--- src/rtl/regfile_swc_pkg.sv ---
// Shared constants and types for the switch-MCU integer register file.
package swc_pkg;

  localparam int XLEN = 32;
  localparam int NREG = 32;
  localparam int AW   = $clog2(NREG);

  // Register x0 is hardwired to zero
  localparam logic [AW-1:0] X0_ADDR = '0;

  typedef enum logic {
    RF_CLEAR,
    RF_READY
  } rf_state_t;

  // Source of a read port's output data
  typedef enum logic [1:0] {
    RD_ZERO,
    RD_MEM,
    RD_FWD
  } rd_sel_t;

endpackage

--- src/rtl/regfile_swc_if.sv ---
// Execute-unit <-> register-file bus: two read ports, one write port, busy flag.
interface regfile_swc_if;
  import swc_pkg::*;

  logic [AW-1:0]   reg_raddr_1;
  logic            reg_ren_1;
  logic [XLEN-1:0] reg_rdata_1;
  logic            reg_rvalid_1;
  logic [AW-1:0]   reg_raddr_2;
  logic            reg_ren_2;
  logic [XLEN-1:0] reg_rdata_2;
  logic            reg_rvalid_2;
  logic [AW-1:0]   reg_waddr;
  logic            reg_wen;
  logic [XLEN-1:0] reg_wdata;
  logic            rf_busy;

  // Execute-unit side
  modport master (
    output reg_raddr_1, reg_ren_1, reg_raddr_2, reg_ren_2,
    output reg_waddr, reg_wen, reg_wdata,
    input  reg_rdata_1, reg_rvalid_1, reg_rdata_2, reg_rvalid_2, rf_busy
  );

  // Register-file side
  modport slave (
    input  reg_raddr_1, reg_ren_1, reg_raddr_2, reg_ren_2,
    input  reg_waddr, reg_wen, reg_wdata,
    output reg_rdata_1, reg_rvalid_1, reg_rdata_2, reg_rvalid_2, rf_busy
  );

endinterface

--- src/rtl/regfile_swc_rf_clear_seq.sv ---
// Post-reset clear sequencer: walks entries 1..NREG-1 writing zero, then
// releases the register file for normal use.
module rf_clear_seq
  import swc_pkg::*;
(
  input  logic          hclk,
  input  logic          hrstn,
  output logic          clr_we,
  output logic [AW-1:0] clr_addr,
  output logic          rf_busy
);

  rf_state_t     r_state;
  rf_state_t     w_state_next;
  logic [AW-1:0] r_clr_idx;

  // State and clear-index registers; reset restarts clearing at entry 1
  always_ff @(posedge hclk) begin
    if (hrstn) begin
      r_state   <= RF_CLEAR;
      r_clr_idx <= AW'(1);
    end else begin
      r_state <= w_state_next;
      if (r_state == RF_CLEAR) begin
        r_clr_idx <= r_clr_idx + 1'b1;
      end
    end
  end

  // Next state: leave CLEAR on the cycle the last entry is zeroed
  always_comb begin
    w_state_next = r_state;
    if ((r_state == RF_CLEAR) && (r_clr_idx == AW'(NREG - 1))) begin
      w_state_next = RF_READY;
    end
  end

  // Outputs: write zero to the current index while clearing
  always_comb begin
    clr_we   = (r_state == RF_CLEAR);
    clr_addr = r_clr_idx;
    rf_busy  = (r_state == RF_CLEAR);
  end

endmodule

--- src/rtl/regfile_swc.sv ---
// Integer register file: 2 registered read ports, 1 write port, same-cycle
// write-to-read forwarding, hardwired x0, and a post-reset clear sequence.
module regfile_swc
  import swc_pkg::*;
(
  input  logic          hclk,
  input  logic          hrstn,
  regfile_swc_if.slave  bus
);

  logic            w_clr_we;
  logic [AW-1:0]   w_clr_addr;
  logic            w_busy;

  logic            w_we;
  logic [AW-1:0]   w_wa;
  logic [XLEN-1:0] w_wd;

  logic [XLEN-1:0] r_mem [NREG];

  logic [AW-1:0]   w_raddr  [2];
  logic            w_ren    [2];
  logic [XLEN-1:0] w_rdata  [2];
  logic            w_rvalid [2];

  rf_clear_seq u_clear_seq (
    .hclk     (hclk),
    .hrstn    (hrstn),
    .clr_we   (w_clr_we),
    .clr_addr (w_clr_addr),
    .rf_busy  (w_busy)
  );

  assign bus.rf_busy = w_busy;

  assign w_raddr[0] = bus.reg_raddr_1;
  assign w_ren[0]   = bus.reg_ren_1;
  assign w_raddr[1] = bus.reg_raddr_2;
  assign w_ren[1]   = bus.reg_ren_2;

  assign bus.reg_rdata_1  = w_rdata[0];
  assign bus.reg_rvalid_1 = w_rvalid[0];
  assign bus.reg_rdata_2  = w_rdata[1];
  assign bus.reg_rvalid_2 = w_rvalid[1];

  // Single write port shared by the clear sequencer and the execute units;
  // x0 is never written by either source.
  always_comb begin
    w_we = 1'b0;
    w_wa = bus.reg_waddr;
    w_wd = bus.reg_wdata;
    if (w_busy) begin
      w_we = w_clr_we;
      w_wa = w_clr_addr;
      w_wd = '0;
    end else if (bus.reg_wen && (bus.reg_waddr != X0_ADDR)) begin
      w_we = 1'b1;
    end
  end

  // Storage array write
  always_ff @(posedge hclk) begin
    if (w_we) begin
      r_mem[w_wa] <= w_wd;
    end
  end

  genvar gi;
  generate
    for (gi = 0; gi < 2; gi++) begin : g_rd
      logic [XLEN-1:0] r_mem_q;
      logic [XLEN-1:0] r_fwd_q;
      rd_sel_t         r_sel;
      logic            r_valid;
      logic            w_accept;

      assign w_accept = w_ren[gi] && !w_busy;

      // Raw array read, unreset so it maps onto the RAM output register
      always_ff @(posedge hclk) begin
        if (w_accept) begin
          r_mem_q <= r_mem[w_raddr[gi]];
        end
      end

      // Track where this port's data comes from; holds when no request
      always_ff @(posedge hclk) begin
        if (hrstn) begin
          r_sel   <= RD_ZERO;
          r_valid <= 1'b0;
          r_fwd_q <= '0;
        end else begin
          r_valid <= w_accept;
          if (w_accept) begin
            r_fwd_q <= bus.reg_wdata;
            if (w_raddr[gi] == X0_ADDR) begin
              r_sel <= RD_ZERO;
            end else if (bus.reg_wen && (bus.reg_waddr == w_raddr[gi])) begin
              r_sel <= RD_FWD;
            end else begin
              r_sel <= RD_MEM;
            end
          end
        end
      end

      assign w_rdata[gi]  = (r_sel == RD_FWD) ? r_fwd_q :
                            (r_sel == RD_MEM) ? r_mem_q : '0;
      assign w_rvalid[gi] = r_valid;
    end
  endgenerate

endmodule

--- src/flat_wrapper.sv ---
// flat-port wrapper written by rule: the top's interface ports become plain ports
module regfile_swc_flat import swc_pkg::*;
  (hclk, hrstn, bus_reg_raddr_1, bus_reg_ren_1, bus_reg_raddr_2, bus_reg_ren_2, bus_reg_waddr, bus_reg_wen, bus_reg_wdata, bus_reg_rdata_1, bus_reg_rvalid_1, bus_reg_rdata_2, bus_reg_rvalid_2, bus_rf_busy);
  regfile_swc_if bus_i ();
  input  logic hclk;
  input  logic hrstn;
  input wire logic [$bits(bus_i.reg_raddr_1)-1:0] bus_reg_raddr_1;
  input wire logic [$bits(bus_i.reg_ren_1)-1:0] bus_reg_ren_1;
  input wire logic [$bits(bus_i.reg_raddr_2)-1:0] bus_reg_raddr_2;
  input wire logic [$bits(bus_i.reg_ren_2)-1:0] bus_reg_ren_2;
  input wire logic [$bits(bus_i.reg_waddr)-1:0] bus_reg_waddr;
  input wire logic [$bits(bus_i.reg_wen)-1:0] bus_reg_wen;
  input wire logic [$bits(bus_i.reg_wdata)-1:0] bus_reg_wdata;
  output wire logic [$bits(bus_i.reg_rdata_1)-1:0] bus_reg_rdata_1;
  output wire logic [$bits(bus_i.reg_rvalid_1)-1:0] bus_reg_rvalid_1;
  output wire logic [$bits(bus_i.reg_rdata_2)-1:0] bus_reg_rdata_2;
  output wire logic [$bits(bus_i.reg_rvalid_2)-1:0] bus_reg_rvalid_2;
  output wire logic [$bits(bus_i.rf_busy)-1:0] bus_rf_busy;
  assign bus_i.reg_raddr_1 = bus_reg_raddr_1;
  assign bus_i.reg_ren_1 = bus_reg_ren_1;
  assign bus_i.reg_raddr_2 = bus_reg_raddr_2;
  assign bus_i.reg_ren_2 = bus_reg_ren_2;
  assign bus_i.reg_waddr = bus_reg_waddr;
  assign bus_i.reg_wen = bus_reg_wen;
  assign bus_i.reg_wdata = bus_reg_wdata;
  assign bus_reg_rdata_1 = bus_i.reg_rdata_1;
  assign bus_reg_rvalid_1 = bus_i.reg_rvalid_1;
  assign bus_reg_rdata_2 = bus_i.reg_rdata_2;
  assign bus_reg_rvalid_2 = bus_i.reg_rvalid_2;
  assign bus_rf_busy = bus_i.rf_busy;
  regfile_swc u_core (.hclk(hclk), .hrstn(hrstn), .bus(bus_i));
endmodule
--- config.mk ---
export PLATFORM = sky130hd
export DESIGN_NAME = regfile_swc_flat
export DESIGN_NICKNAME = d
export VERILOG_FILES = /design/src/rtl/regfile_swc_pkg.sv /design/src/rtl/regfile_swc_if.sv /design/src/rtl/regfile_swc_rf_clear_seq.sv /design/src/rtl/regfile_swc.sv /design/src/flat_wrapper.sv
export SDC_FILE = /design/constraint.sdc
export NUM_CORES = 1
export LEC_CHECK = 0
export CAP_MARGIN = 10
export CELL_PAD_IN_SITES_DETAIL_PLACEMENT = 1
export CELL_PAD_IN_SITES_GLOBAL_PLACEMENT = 1
export CORE_ASPECT_RATIO = 1.2
export CORE_MARGIN = 3
export CORE_UTILIZATION = 38
export CTS_BUF_LIST = sky130_fd_sc_hd__clkbuf_8 sky130_fd_sc_hd__clkbuf_16
export DETAILED_ROUTE_END_ITERATION = 12
export PLACE_DENSITY = 0.72
export SKIP_LAST_GASP = 1
export SLEW_MARGIN = 5
export SYNTH_ARGS = -nofsm -noshare
export SYNTH_HDL_FRONTEND = slang
export SYNTH_SLANG_ARGS = --single-unit
--- constraint.sdc ---
create_clock -name hclk -period 3.2 [get_ports hclk]
set_input_delay 0.8 -clock hclk [delete_from_list [all_inputs] [get_ports hclk]]
set_output_delay 0.8 -clock hclk [all_outputs]
set_load 0.02 [all_outputs]
* After elaboration in Yosys (flattened, before gate mapping) *
Memories as Yosys holds them, arrays and structs flattened. A register that Yosys moved wholly into a read port is not among the register bits.
Index checks and enable logic that the tools add are counted.

storage, ports and cells
  register bits after elaboration = 76
  RAM bits = 1024
  output and inout port bits = 67
  logic and storage cells = 41
  memories = 1

cells by class
  $add $sub $neg = 1
  eq/ne operators = 7
  muxes and demuxes = 14
  bitwise logic cells = 1
  reduce and logical (&&, ||, !) cells = 9

memory list
  name          words  width  read ports  clocked after Yosys merged registers in  write ports  RTL line           text
  u_core.r_mem  32     32     2           2                                        1            regfile_swc.sv:19  logic [XLEN-1:0] r_mem [NREG];

operator list
  operator               number
  $mux W32               5
  $eq A5 B5 Y1           2
  $logic_not A5 Y1       2
  $mux W2                4
  $logic_and A1 B1 Y1    6
  $add A5 B1 Y5 const B  1
  $eq A5 B5 Y1 const B   1
  $mux W5                1
  $reduce_bool A5 Y1     1
  $eq A2 B1 Y1 const B   2
  $eq A2 B2 Y1 const B   2
  $mux W1                4
  $not A1 Y1             1

* Logic depth before layout (Yosys ltp) *
Gate-level depths: netlist of the first run.

  depth after elaboration = 6
  mapped depth = 9
  gate-level depth less buffers = 5

* By module *
Synthesis of the first run repeated with hierarchy kept, for this count alone.

second synthesis, totals
  cell total of the unflattened synthesis = 2799
  area, all modules = 51917.3 um^2

modules (own cells, without submodules)
  module        times used  cells each  area an instance (um^2)
  regfile_swc   1           2773        51635.8
  rf_clear_seq  1           26          281.5

* Least setup slack after synthesis of the first run *
OpenSTA, ideal clock, no wires.

  path type = input port to flip-flop
  from = input bus_reg_waddr[4]
  to = memory u_core.r_mem[0][0], enable pin
  data arrival time = 2.967 ns
  setup slack = -0.188 ns
  stages = 5
  buffers on the path = 1
  path through = clkbuf_1 > nor4_1 > nor4b_1 > a21oi_1 > nor2_1

on the way
  longest elaborated chain between the ends = 6
  elaborated cells on any way between the ends = 7
  those cells by class = mux (5); reduce/logical (2)

ends and longest elaborated chain
  item                           RTL line            text
  from (decl)                    flat_wrapper.sv:11  input wire logic [$bits(bus_i.reg_waddr)-1:0] bus_reg_waddr;
  $reduce_bool A5 Y1             regfile_swc.sv:56   end else if (bus.reg_wen && (bus.reg_waddr != X0_ADDR)) begin
  $logic_and A1 B1 Y1            regfile_swc.sv:56
  $mux W1                        regfile_swc.sv:56
  $mux W1                        regfile_swc.sv:52   if (w_busy) begin
  $mux W1                        regfile_swc.sv:63   if (w_we) begin
  $mux W1 (not written as such)  regfile_swc.sv:64   r_mem[w_wa] <= w_wd;
  to (decl)                      regfile_swc.sv:19

Several ways; a longest one is shown, not always the timed one.

* Worst setup path after layout of the first run *
  from = register u_core.g_rd[0].r_sel[0]
  to = output bus_reg_rdata_1[8]

on the way
  longest elaborated chain between the ends = 3
  elaborated cells on any way between the ends = 4
  those cells by class = eq/ne (2); mux (2)

ends and longest elaborated chain
  item                    RTL line            text
  from (decl)             regfile_swc.sv:73   rd_sel_t r_sel;
  from (signal assigned)  regfile_swc.sv:89   r_sel <= RD_ZERO;
  from (signal assigned)  regfile_swc.sv:97   r_sel <= RD_ZERO;
  from (signal assigned)  regfile_swc.sv:99   r_sel <= RD_FWD;
  $eq A2 B1 Y1            regfile_swc.sv:108  (r_sel == RD_MEM) ? r_mem_q : '0;
  $mux W32                regfile_swc.sv:108
  $mux W32 (*)            regfile_swc.sv:107  assign w_rdata[gi] = (r_sel == RD_FWD) ? r_fwd_q :
  to (decl)               flat_wrapper.sv:14  output wire logic [$bits(bus_i.reg_rdata_1)-1:0] bus_reg_rdata_1;

Every way passes the cells marked *; elsewhere a longest branch is shown, timed or not.

==> results of run 1 <==
==> sequential cells by signal (all words and copies together), names as in the netlist <==
name and flops:
u_core.bus.reg_rvalid_1 1, u_core.bus.reg_rvalid_2 1, u_core.g_rd.r_fwd_q 64, u_core.g_rd.r_mem_q 64, u_core.g_rd.r_sel 4, u_core.r_mem 1024, u_core.u_clear_seq.clr_addr 5, u_core.u_clear_seq.r_state 1
==> area by class of cell <==
cell class / instances / area (um2)
diodes: 7 / 17.5
clock buffers: 112 / 2780
clock inverters: 85 / 687
fillers: 13100 / 75000
inverters: 5 / 21.3
multi-input cells: 1603 / 17500
flip-flops and latches: 1164 / 34200
well taps: 1812 / 2270
repair buffers: 428 / 5050
==> logic make-up after synthesis <==
logic type,Yosys count
simple gates,333
fa+ha+maj,2
buf+inv,253
compound gates,597
mux,658
xor+xnor,13
flops,1164
==> placed cells by master (no fill, tap or decap), types with 26 or more instances in the layout <==
cell type / instances
buf_12: 118
buf_4: 192
nor2_4: 34
dfxtp_1: 75
o21ai_0: 26
clkdlybuf4s50_1: 81
edfxtp_1: 1088
mux2i_1: 239
a211oi_1: 26
mux2_2: 47
and2_1: 37
a22oi_1: 105
o22ai_1: 70
nand2_1: 171
clkbuf_16: 110
mux4_2: 360
a22o_1: 101
a21oi_1: 138
o221ai_1: 36
==> stage by stage <==
stage	power, mW	area, um2
after floorplan	18.7	52700
after global placement	19.9	59000
after detailed placement	19.9	59000
after CTS	32.7	62500
after global routing	33.5	62500
final	32.6	62600
==> layer usage <==
| metal | wire (um) | vias up | track usage (%) |
|---|---|---|---|
| li1 | - | 13200 | - |
| met3 | 17900 | 449 | 5.05 |
| met5 | 7 | - | 0 |
| met2 | 88900 | 2249 | 41.9 |
| met4 | 7300 | 2 | 10.2 |
| met1 | 66400 | 17700 | 31.3 |
==> power by group through the flow <==
stage | sequential, mW | clock (mW) | combinational, mW
after floorplan | 17.1 | 0 | 1.58
after global routing | 16.8 | 13.7 | 2.96
after CTS | 16.8 | 13.1 | 2.82
after global placement | 17.1 | 0 | 2.76
final | 16.8 | 12.9 | 2.86
after detailed placement | 17.1 | 0 | 2.80
==> worst paths after layout <==
path	depth (start not counted)	slack, ps	end
worst max register to register	4	860	u_core.g_rd[1].r_mem_q[31]
worst min register to register	2	450	u_core.g_rd[1].r_fwd_q[5]
worst max-delay path	4	90	bus_reg_rdata_1[8]
worst min-delay path	2	450	u_core.g_rd[1].r_fwd_q[5]
==> worst max-delay path: stages (launching register included) <==
cell and delay [ps]:
dfxtp_1 390, nor2b_4 190, buf_12 220, a22o_1 180, clkdlybuf4s50_1 600
==> Yosys cell counts (all sizes together) (7+ instances only) <==
master,number,area (um2)
mux2,51,574
a21oi,141,706
nor2b,13,81.3
nor2,59,221
o21ai,40,200
nand3,13,65.1
a31oi,22,138
xnor2,12,105
a211oi,26,195
o22ai,70,438
a22o,101,885
nand2,173,649
edfxtp,1088,32700
dfxtp,76,1520
a2111oi,30,370
a22oi,105,788
mux4,368,8320
and2,39,244
buf,123,808
nor4,7,43.8
mux2i,239,2390
o221ai,36,315
clkbuf,125,470
==> timing repair <==
action                                 in CTS  in global routing
hold buffers                                0                  0
gates resized for setup                    12                 19
buffers inserted                            1                  0
gates cloned                                0                  0
setup endpoints to repair                  37                 37
endpoints found under the hold margin       0                  0
==> out/metrics.yaml, run 1 <==
clock_network:
  cts_num_sinks: 1164
  clk_pin_slew_ps: 60
  clock-root-buffer: "clkbuf_16"
  cts_tree: "built"
  cts_buffer_depth: 3
  h-tree-depth: 3
  clk_latency_ps: 730
  cts_buffers: 108
routing:
  drt_iter0_drc: 4275
  avgViaCountPerCell: 6.45
  wl_per_cell_um: 34.6
  drtPass1Iterations: 5
  drc: 0
  routed_wl_um: 181000
  final_antenna_net_count: 0
  routed-via-count: 33600
synthesis:
  avgSynthCellArea_um2: 17.4
  synthCells: 3020
  ys_types: 59
  synth_nets: 3074
  synth_warnings: 0
  synthArstFlopShare_pct: 0
  synth-seq-area-share_pct: 64.9
  synth_edf_count: 1088
  ys_ff_latch: 1164
  synth-simple-area-share_pct: 2.88
  synth_top_family_by_area: "multiplexers"
  syn_area_mm2: 0.0527
  yosys.area_share.xor_xnor_pct: 0.216
  synthAdderAreaFrac_pct: 0.0475
  synth_compound_area_share_pct: 8.09
  synthMuxAreaShare_pct: 21.4
  synth_flop_cell: "edfxtp_1"
timing:
  fmax_mhz: 322
  setup_tns_ps: 0
  rsz0062_at_grt: "no"
  final-hold-violation-count: 0
  holdWs_ps: 454
  tightest_slew_ps: 1180
  finalCritPeriodShare_pct: 97.2
  max_slew_margin_pct: 21.1
  final_max_slew_viol_count: 0
  layout_setup_ws_ps: 90.6
  setup_viol: 0
  skew_ps: 29.7
  fin_crit_ps: 3110
final_layout:
  drive_gt1_share_pct: 27.9
  fin_cells: 5216
  fin_util_pct: 45.5
  areaGrowthSynthToFinish_pct: 18.7
  final_nets: 3364
floorplanning:
  start_util_pct: 38.3
  core-area_mm2: 0.138
  rows: 149
  num_io_pins: 119
  fp.dieW_um: 346
  dieArea_mm2: 0.143
  dieHeight_um: 414
worst_setup_path:
  cp.required_ps: 2400
  rr_startpoint: "u_core.r_mem[8][31]"
  path_max_fanout: 32
  startpoint: "u_core.g_rd[0].r_sel[0]"
  start_kind: "flop"
  arrival_ps: 2310
  worstSetupPathType: "flop to primary output"
  endpoint_kind: "primary output"
hold_path:
  hold_start: "u_core.g_rd[1].r_fwd_q[5]"
  min_path_type: "flop to flop"
global_routing:
  grtUsageTotal_pct: 24.8
  grt_max_degree: 43
  grt.overflow.total: 0
  grt_pass1_wl_um: 256000
  antenna_found_initial: 8
  first_global_vias: 35000
pwr:
  p_sw_mw: 7.54
  power_frac_seq_pct: 51.6
  p_leak_nw: 20.4
  clockPowerShare_pct: 39.7
  ir_drop_mv: 0.415
  comb_power_share_pct: 8.8
  power_density_mw_per_mm2: 521
  power.switching_fraction_pct: 23.1
  p_int_mw: 25.1
flow_run:
  drv_cap: 0
placed_design:
  io_buffers: 118
  gp_congestion: 0.864
  place_ws_ps: -279
  placed_cells_incl_taps: 5009
  detailed_place_hpwl_um: 114000
status:
  outcome: "completed"
(Power assumes the default switching activity.)
==> run 2: changes to the inputs <==
--- a/config.mk
+++ b/config.mk
@@ -12,8 +12,9 @@
 export CORE_MARGIN = 3
 export CORE_UTILIZATION = 38
 export CTS_BUF_LIST = sky130_fd_sc_hd__clkbuf_8 sky130_fd_sc_hd__clkbuf_16
+export CTS_CLUSTER_SIZE = 20
 export DETAILED_ROUTE_END_ITERATION = 12
-export PLACE_DENSITY = 0.72
+export PLACE_DENSITY = 0.69
 export SKIP_LAST_GASP = 1
 export SLEW_MARGIN = 5
 export SYNTH_ARGS = -nofsm -noshare
==> constraint.sdc (replaced) <==
create_clock -name hclk -period 3 [get_ports hclk]
set_input_delay 0.75 -clock hclk [delete_from_list [all_inputs] [get_ports hclk]]
set_output_delay 0.75 -clock hclk [all_outputs]
set_load 0.02 [all_outputs]
==> out/metrics.yaml, run 2 (synthesis gave the netlist of run 1 again) <==
timing:
  final-hold-violation-count: 0  # unchanged
  setup_tns_ps: -80.3  # was 0 ps
  max_slew_margin_pct: 20.1  # was 21.1%
  layout_setup_ws_ps: -80.3  # was 90.6 ps
  rsz0062_at_grt: "yes"  # was no
  skew_ps: 49.8  # was 29.7 ps
  fmax_mhz: 325
  fin_crit_ps: 3080
  finalCritPeriodShare_pct: 103
  setup_viol: 1  # was 0
  final_max_slew_viol_count: 0  # unchanged
  tightest_slew_ps: 1200  # was 1180 ps
final_layout:
  final_cell_mix: "edfxtp_1 (1,088), mux4_2 (360), mux2i_1 (239)"  # unchanged
  reg_top3: "u_core.r_mem: 1024 flops, u_core.g_rd.r_fwd_q: 64 flops, u_core.g_rd.r_mem_q: 64 flops"  # unchanged
  layout_commonest_cell: "edfxtp_1"  # unchanged
  drive_gt1_share_pct: 29.1  # was 27.9%
  largest_register_ffs: 1024  # unchanged
  fin_cells: 5256  # was 5,216
  final_nets: 3401  # was 3,364
  regMostFlops: "u_core.r_mem"  # unchanged
  areaGrowthSynthToFinish_pct: 20.0  # was 18.7%
routing:
  wl_per_cell_um: 35.6  # was 34.6 um
  routed-via-count: 33700  # was 33,600
  drt_iter0_drc: 4158  # was 4,275
  routed_wl_um: 187000  # was 181,000 um
  final_antenna_net_count: 0  # unchanged
  drtPass1Iterations: 6  # was 5
  drc: 0  # unchanged
  avgViaCountPerCell: 6.41  # was 6.45
clock_network:
  clk_pin_slew_ps: 60  # about the same
  cts_tree: "built"  # unchanged
  cts_setup_buffers: 0  # was 1
  h-tree-depth: 3  # unchanged
  clock-root-buffer: "clkbuf_16"  # unchanged
  cts_buffers: 109  # was 108
  cts_buffer_depth: 3  # unchanged
  cts_num_sinks: 1164  # unchanged
  clk_latency_ps: 770  # was 730 ps
worst_setup_path:
  crit_chain: "nor2b_4 > buf_6 > a22o_1 > clkdlybuf4s50_1"  # was nor2b_4 > buf_12 > a22o_1 > clkdlybuf4s50_1
  rrSetupSlack_ps: 390  # was 860 ps
  path_max_fanout: 17  # was 32
  cp_top_family: "buffers and inverters"  # unchanged
  start_kind: "flop"  # unchanged
  cp_num_buf_inv: 2  # unchanged
  cp_slowest_stage_delay_ps: 600  # about the same
  worstSetupPathType: "flop to primary output"  # unchanged
  cp.required_ps: 2250  # was 2400 ps
  arrival_ps: 2330  # was 2310 ps
  slowest_stage: "clkdlybuf4s50_1"  # unchanged
  endpoint_kind: "primary output"  # unchanged
global_routing:
  grt.overflow.total: 0  # unchanged
  grt_max_degree: 52  # was 43
  grt_pass1_wl_um: 264000  # was 256,000 um
  grtUsageTotal_pct: 25.8  # was 24.8%
  antenna_found_initial: 8  # unchanged
  first_global_vias: 34800  # was 35,000
flow_run:
  drv_cap: 0  # unchanged
placed_design:
  gp_congestion: 0.843  # was 0.864
  placed_cells_incl_taps: 5048  # was 5,009
  io_buffers: 118  # unchanged
  detailed_place_hpwl_um: 123000  # was 114,000 um
pwr:
  power_density_mw_per_mm2: 562  # was 521 mW/mm2
  ir_drop_mv: 0.450  # was 0.415 mV
  p_leak_nw: 20.9  # was 20.4 nW
  power_mw: 35.6  # was 32.6 mW
floorplanning:
  num_io_pins: 119  # unchanged
  start_util_pct: 38.3  # unchanged
  rows: 149  # unchanged
  fp.dieW_um: 346  # unchanged
  dieArea_mm2: 0.143  # unchanged
  dieHeight_um: 414  # unchanged
  core-area_mm2: 0.138  # unchanged
status:
  outcome: "finished, violations left"  # was completed
  failed_checks: "setup timing"
hold_path:
  min_path_type: "flop to flop"  # unchanged
-- run 2: layout make-up --
type / count / area (um2)
antenna: 5 / 12.5
tap: 1812 / 2270
multi-input combinational: 1603 / 17500
sequential: 1164 / 34200
clock buffer: 117 / 2880
clock inverter: 86 / 848
fill: 13000 / 74300
timing repair buffer: 464 / 5490
inverter: 5 / 21.3
-- run 2: final timing paths --
kind | startpoint | to | cells after the start
hold reg to reg | u_core.g_rd[1].r_fwd_q[19] | u_core.g_rd[1].r_fwd_q[19] | 2
setup reg to reg | u_core.u_clear_seq.r_state | u_core.r_mem[18][7] | 6
setup / recovery | u_core.g_rd[1].r_sel[0] | bus_reg_rdata_2[24] | 4
hold / removal | u_core.g_rd[1].r_fwd_q[19] | u_core.g_rd[1].r_fwd_q[19] | 2
-- run 2: worst min-delay path, delay by kind of cell (launching register included) --
kind,cells,cell delay (ps)
compound gates,1,50
simple gates,1,50
flops,1,310
-- run 2: per-layer routing --
| layer | wire length [um] | global-route usage, % | up-vias |
|---|---|---|---|
| met4 | 7550 | 10.5 | 4 |
| met1 | 70600 | 33.1 | 17900 |
| met3 | 17500 | 4.82 | 401 |
| li1 | - | - | 13300 |
| met5 | 29 | 0 | - |
| met2 | 91300 | 43.4 | 2049 |
-- run 2: metrics by stage --
stage	util, %	setup slack (ps)	instance area (um2)	hold WS (ps)
CTS	45.9	-167	63200	455
global route	46.0	-171	63200	473
floorplan	-	-338	52700	436
detailed placement	43.3	-293	59500	446
global placement	43.3	-294	59500	441
finish	46.0	-80.3	63300	455
-- run 2: where the power goes --
group	switching [mW]	leakage (nW)	internal [mW]
Sequential	0.123	10.2	17.8
Combinational	1.80	8.76	1.35
Clock	6.40	1.91	8.09
Total	8.32	20.9	27.2
-- run 2: repair_timing --
item | in CTS | in global routing
hold buffers | 0 | 0
resized for setup | 52 | 13
setup endpoints to repair | 64 | 16
==> run 3: changes to the inputs <==
--- a/config.mk
+++ b/config.mk
@@ -9,12 +9,12 @@
 export CELL_PAD_IN_SITES_DETAIL_PLACEMENT = 1
 export CELL_PAD_IN_SITES_GLOBAL_PLACEMENT = 1
 export CORE_ASPECT_RATIO = 1.2
-export CORE_MARGIN = 3
+export CORE_MARGIN = 4
 export CORE_UTILIZATION = 38
 export CTS_BUF_LIST = sky130_fd_sc_hd__clkbuf_8 sky130_fd_sc_hd__clkbuf_16
 export CTS_CLUSTER_SIZE = 20
 export DETAILED_ROUTE_END_ITERATION = 12
-export PLACE_DENSITY = 0.69
+export PLACE_DENSITY = 0.66
 export SKIP_LAST_GASP = 1
 export SLEW_MARGIN = 5
 export SYNTH_ARGS = -nofsm -noshare
==> out/metrics.yaml, run 3 (synthesis gave the netlist of run 1 again) <==
status:
  outcome: "completed"  # was finished, violations left
timing:
  tightest_slew_ps: 1250  # was 1200 ps
  fin_crit_ps: 2920  # was 3080 ps
  final_max_slew_viol_count: 0  # unchanged
  fmax_mhz: 342  # was 325 MHz
  final-hold-violation-count: 0  # unchanged
  rsz0062_at_grt: "no"  # was yes
  setup_viol: 0  # was 1
  holdWs_ps: 460  # was 455 ps
  max_slew_margin_pct: 16.8  # was 20.1%
  skew_ps: 22.4  # was 49.8 ps
  finalCritPeriodShare_pct: 97.5  # was 103%
routing:
  drtPass1Iterations: 5  # was 6
  avgViaCountPerCell: 6.53  # was 6.41
  wl_per_cell_um: 37.2  # was 35.6 um
  routed-via-count: 34400  # was 33,700
  drc: 0  # unchanged
  final_antenna_net_count: 0  # unchanged
  drt_iter0_drc: 4797  # was 4,158
  routed_wl_um: 196000  # was 187,000 um
worst_setup_path:
  startpoint: "u_core.g_rd[1].r_sel[0]"  # unchanged
  cp.required_ps: 2250  # about the same
  worstSetupPathType: "flop to primary output"  # unchanged
  endpoint: "bus_reg_rdata_2[1]"  # was bus_reg_rdata_2[24]
  path_max_fanout: 22  # was 17
  arrival_ps: 2170  # was 2330 ps
  timing.rr.end: "u_core.r_mem[6][1]"  # was u_core.r_mem[18][7]
  rr_startpoint: "u_core.u_clear_seq.r_state"  # unchanged
  rrSetupSlack_ps: 480  # was 390 ps
  start_kind: "flop"  # unchanged
  endpoint_kind: "primary output"  # unchanged
  reg2regPathDepth: 5  # was 6
final_layout:
  reg_top3: "u_core.r_mem: 1024 flops, u_core.g_rd.r_fwd_q: 64 flops, u_core.g_rd.r_mem_q: 64 flops"  # unchanged
  drive_gt1_share_pct: 29.9  # was 29.1%
  final_nets: 3407  # was 3,401
  final_area_mm2: 0.0634  # was 0.0633 mm2
  nFillCells: 13000  # about the same
  areaGrowthSynthToFinish_pct: 20.4  # was 20.0%
  final_cell_mix: "edfxtp_1 (1,088), mux4_2 (360), mux2i_1 (239)"  # unchanged
  layout_commonest_cell: "edfxtp_1"  # unchanged
  largest_register_ffs: 1024  # unchanged
  regMostFlops: "u_core.r_mem"  # unchanged
  fin_cells: 5266  # was 5,256
clock_network:
  h-tree-depth: 3  # unchanged
  clock-root-buffer: "clkbuf_16"  # unchanged
  cts_buffer_depth: 3  # unchanged
  cts_tree: "built"  # unchanged
  cts_buffers: 111  # was 109
  cts_hold_buffers: 0  # unchanged
  cts_num_sinks: 1164  # unchanged
  clk_pin_slew_ps: 60  # about the same
  clk_latency_ps: 750  # was 770 ps
pwr:
  p_leak_nw: 20.7  # was 20.9 nW
  ir_drop_mv: 0.543  # was 0.450 mV
  power_density_mw_per_mm2: 573  # was 562 mW/mm2
  power_mw: 36.4  # was 35.6 mW
placed_design:
  placed_cells_incl_taps: 5047  # was 5,048
  gp_congestion: 0.885  # was 0.843
  io_buffers: 118  # unchanged
  placed_area_mm2: 0.0595  # about the same
  detailed_place_hpwl_um: 130000  # was 123,000 um
global_routing:
  first_global_vias: 35700  # was 34,800
  antenna_found_initial: 14  # was 8
  grt_max_degree: 44  # was 52
  grtUsageTotal_pct: 26.7  # was 25.8%
  grt.overflow.total: 0  # unchanged
  grt_pass1_wl_um: 274000  # was 264,000 um
floorplanning:
  dieArea_mm2: 0.145  # was 0.143 mm2
  dieHeight_um: 416  # was 414 um
  core-area_mm2: 0.138  # unchanged
  start_util_pct: 38.3  # unchanged
  rows: 149  # unchanged
  num_io_pins: 119  # unchanged
  fp.dieW_um: 348  # was 346 um
flow_run:
  drv_cap: 0  # unchanged
hold_path:
  min_path_type: "flop to flop"  # unchanged
  hold_start: "u_core.g_rd[1].r_fwd_q[21]"  # was u_core.g_rd[1].r_fwd_q[19]
==> run 3: cell types whose count changed in the layout (fill, tap and decap cells not counted), moves of 8 or more <==
cell,before,now
dlymetal6s2s_1,11,0
clkinvlp_4,5,13
clkbuf_2,0,10
clkdlybuf4s15_1,0,12
dlygate4sd2_1,52,42
==> run 3: worst min-delay path by stage <==
stage | to | slack [ps] | cells after the start
3_3_place_gp | u_core.g_rd[0].r_fwd_q[0] | 440 | 2
3_5_place_dp | u_core.g_rd[1].r_fwd_q[13] | 450 | 2
6_report | u_core.g_rd[1].r_fwd_q[21] | 460 | 2
2_1_floorplan | u_core.g_rd[0].r_fwd_q[0] | 440 | 2
4_1_cts | u_core.g_rd[1].r_fwd_q[13] | 460 | 2
5_1_grt | u_core.g_rd[1].r_fwd_q[13] | 480 | 2
==> run 3: final cells by class <==
class | instances | area (um2) | area share (%)
Timing Repair Buffer | 468 | 5460 | 8.61
Inverter | 5 | 21.3 | 0.0335
Sequential cell | 1164 | 34200 | 53.9
Tap cell | 1812 | 2270 | 3.57
Multi-Input combinational cell | 1603 | 17500 | 27.7
Clock inverter | 97 | 1090 | 1.72
Clock buffer | 114 | 2840 | 4.48
Antenna cell | 3 | 7.51 | 0.0118
==> run 3: power breakdown <==
part / internal [mW] / leakage [nW] / switching (mW)
logic: 1.35 / 8.56 / 1.82
registers: 17.8 / 10.2 / 0.138
clock network: 8.68 / 1.96 / 6.58
==> run 3: layer usage <==
metal | wire length (um) | global-route usage, %
met1 | 72300 | 34.4
met2 | 94500 | 44.1
met3 | 18800 | 4.65
met4 | 10100 | 12.4
met5 | 13 | 0
==> run 3: timing repair <==
| item | CTS | global route |
|---|---|---|
| resized for setup | 68 | 32 |
| hold endpoints to repair | 0 | 0 |
| buffers inserted | 4 | 0 |
| endpoints found under the setup margin | 65 | 22 |
| pin swaps | 0 | 0 |
==> run 3: stage by stage <==
| stage | util (%) | TNS, ps | setup slack (ps) |
|---|---|---|---|
| 4_1_cts | 46.1 | -62.9 | -37.1 |
| 6_report | 46.1 | 0 | 76.1 |
| 2_1_floorplan | - | -188820 | -338 |
| 3_3_place_gp | 43.2 | -215360 | -485 |
| 3_5_place_dp | 43.2 | -205320 | -491 |
| 5_1_grt | 46.1 | 0 | 6.33 |
==> run 3: worst max-delay path, stage by stage (launching register included) <==
cell,delay [ps]
dfxtp_1,400
nor2b_4,220
buf_4,160
buf_12,160
a22o_1,160
clkdlybuf4s15_1,300
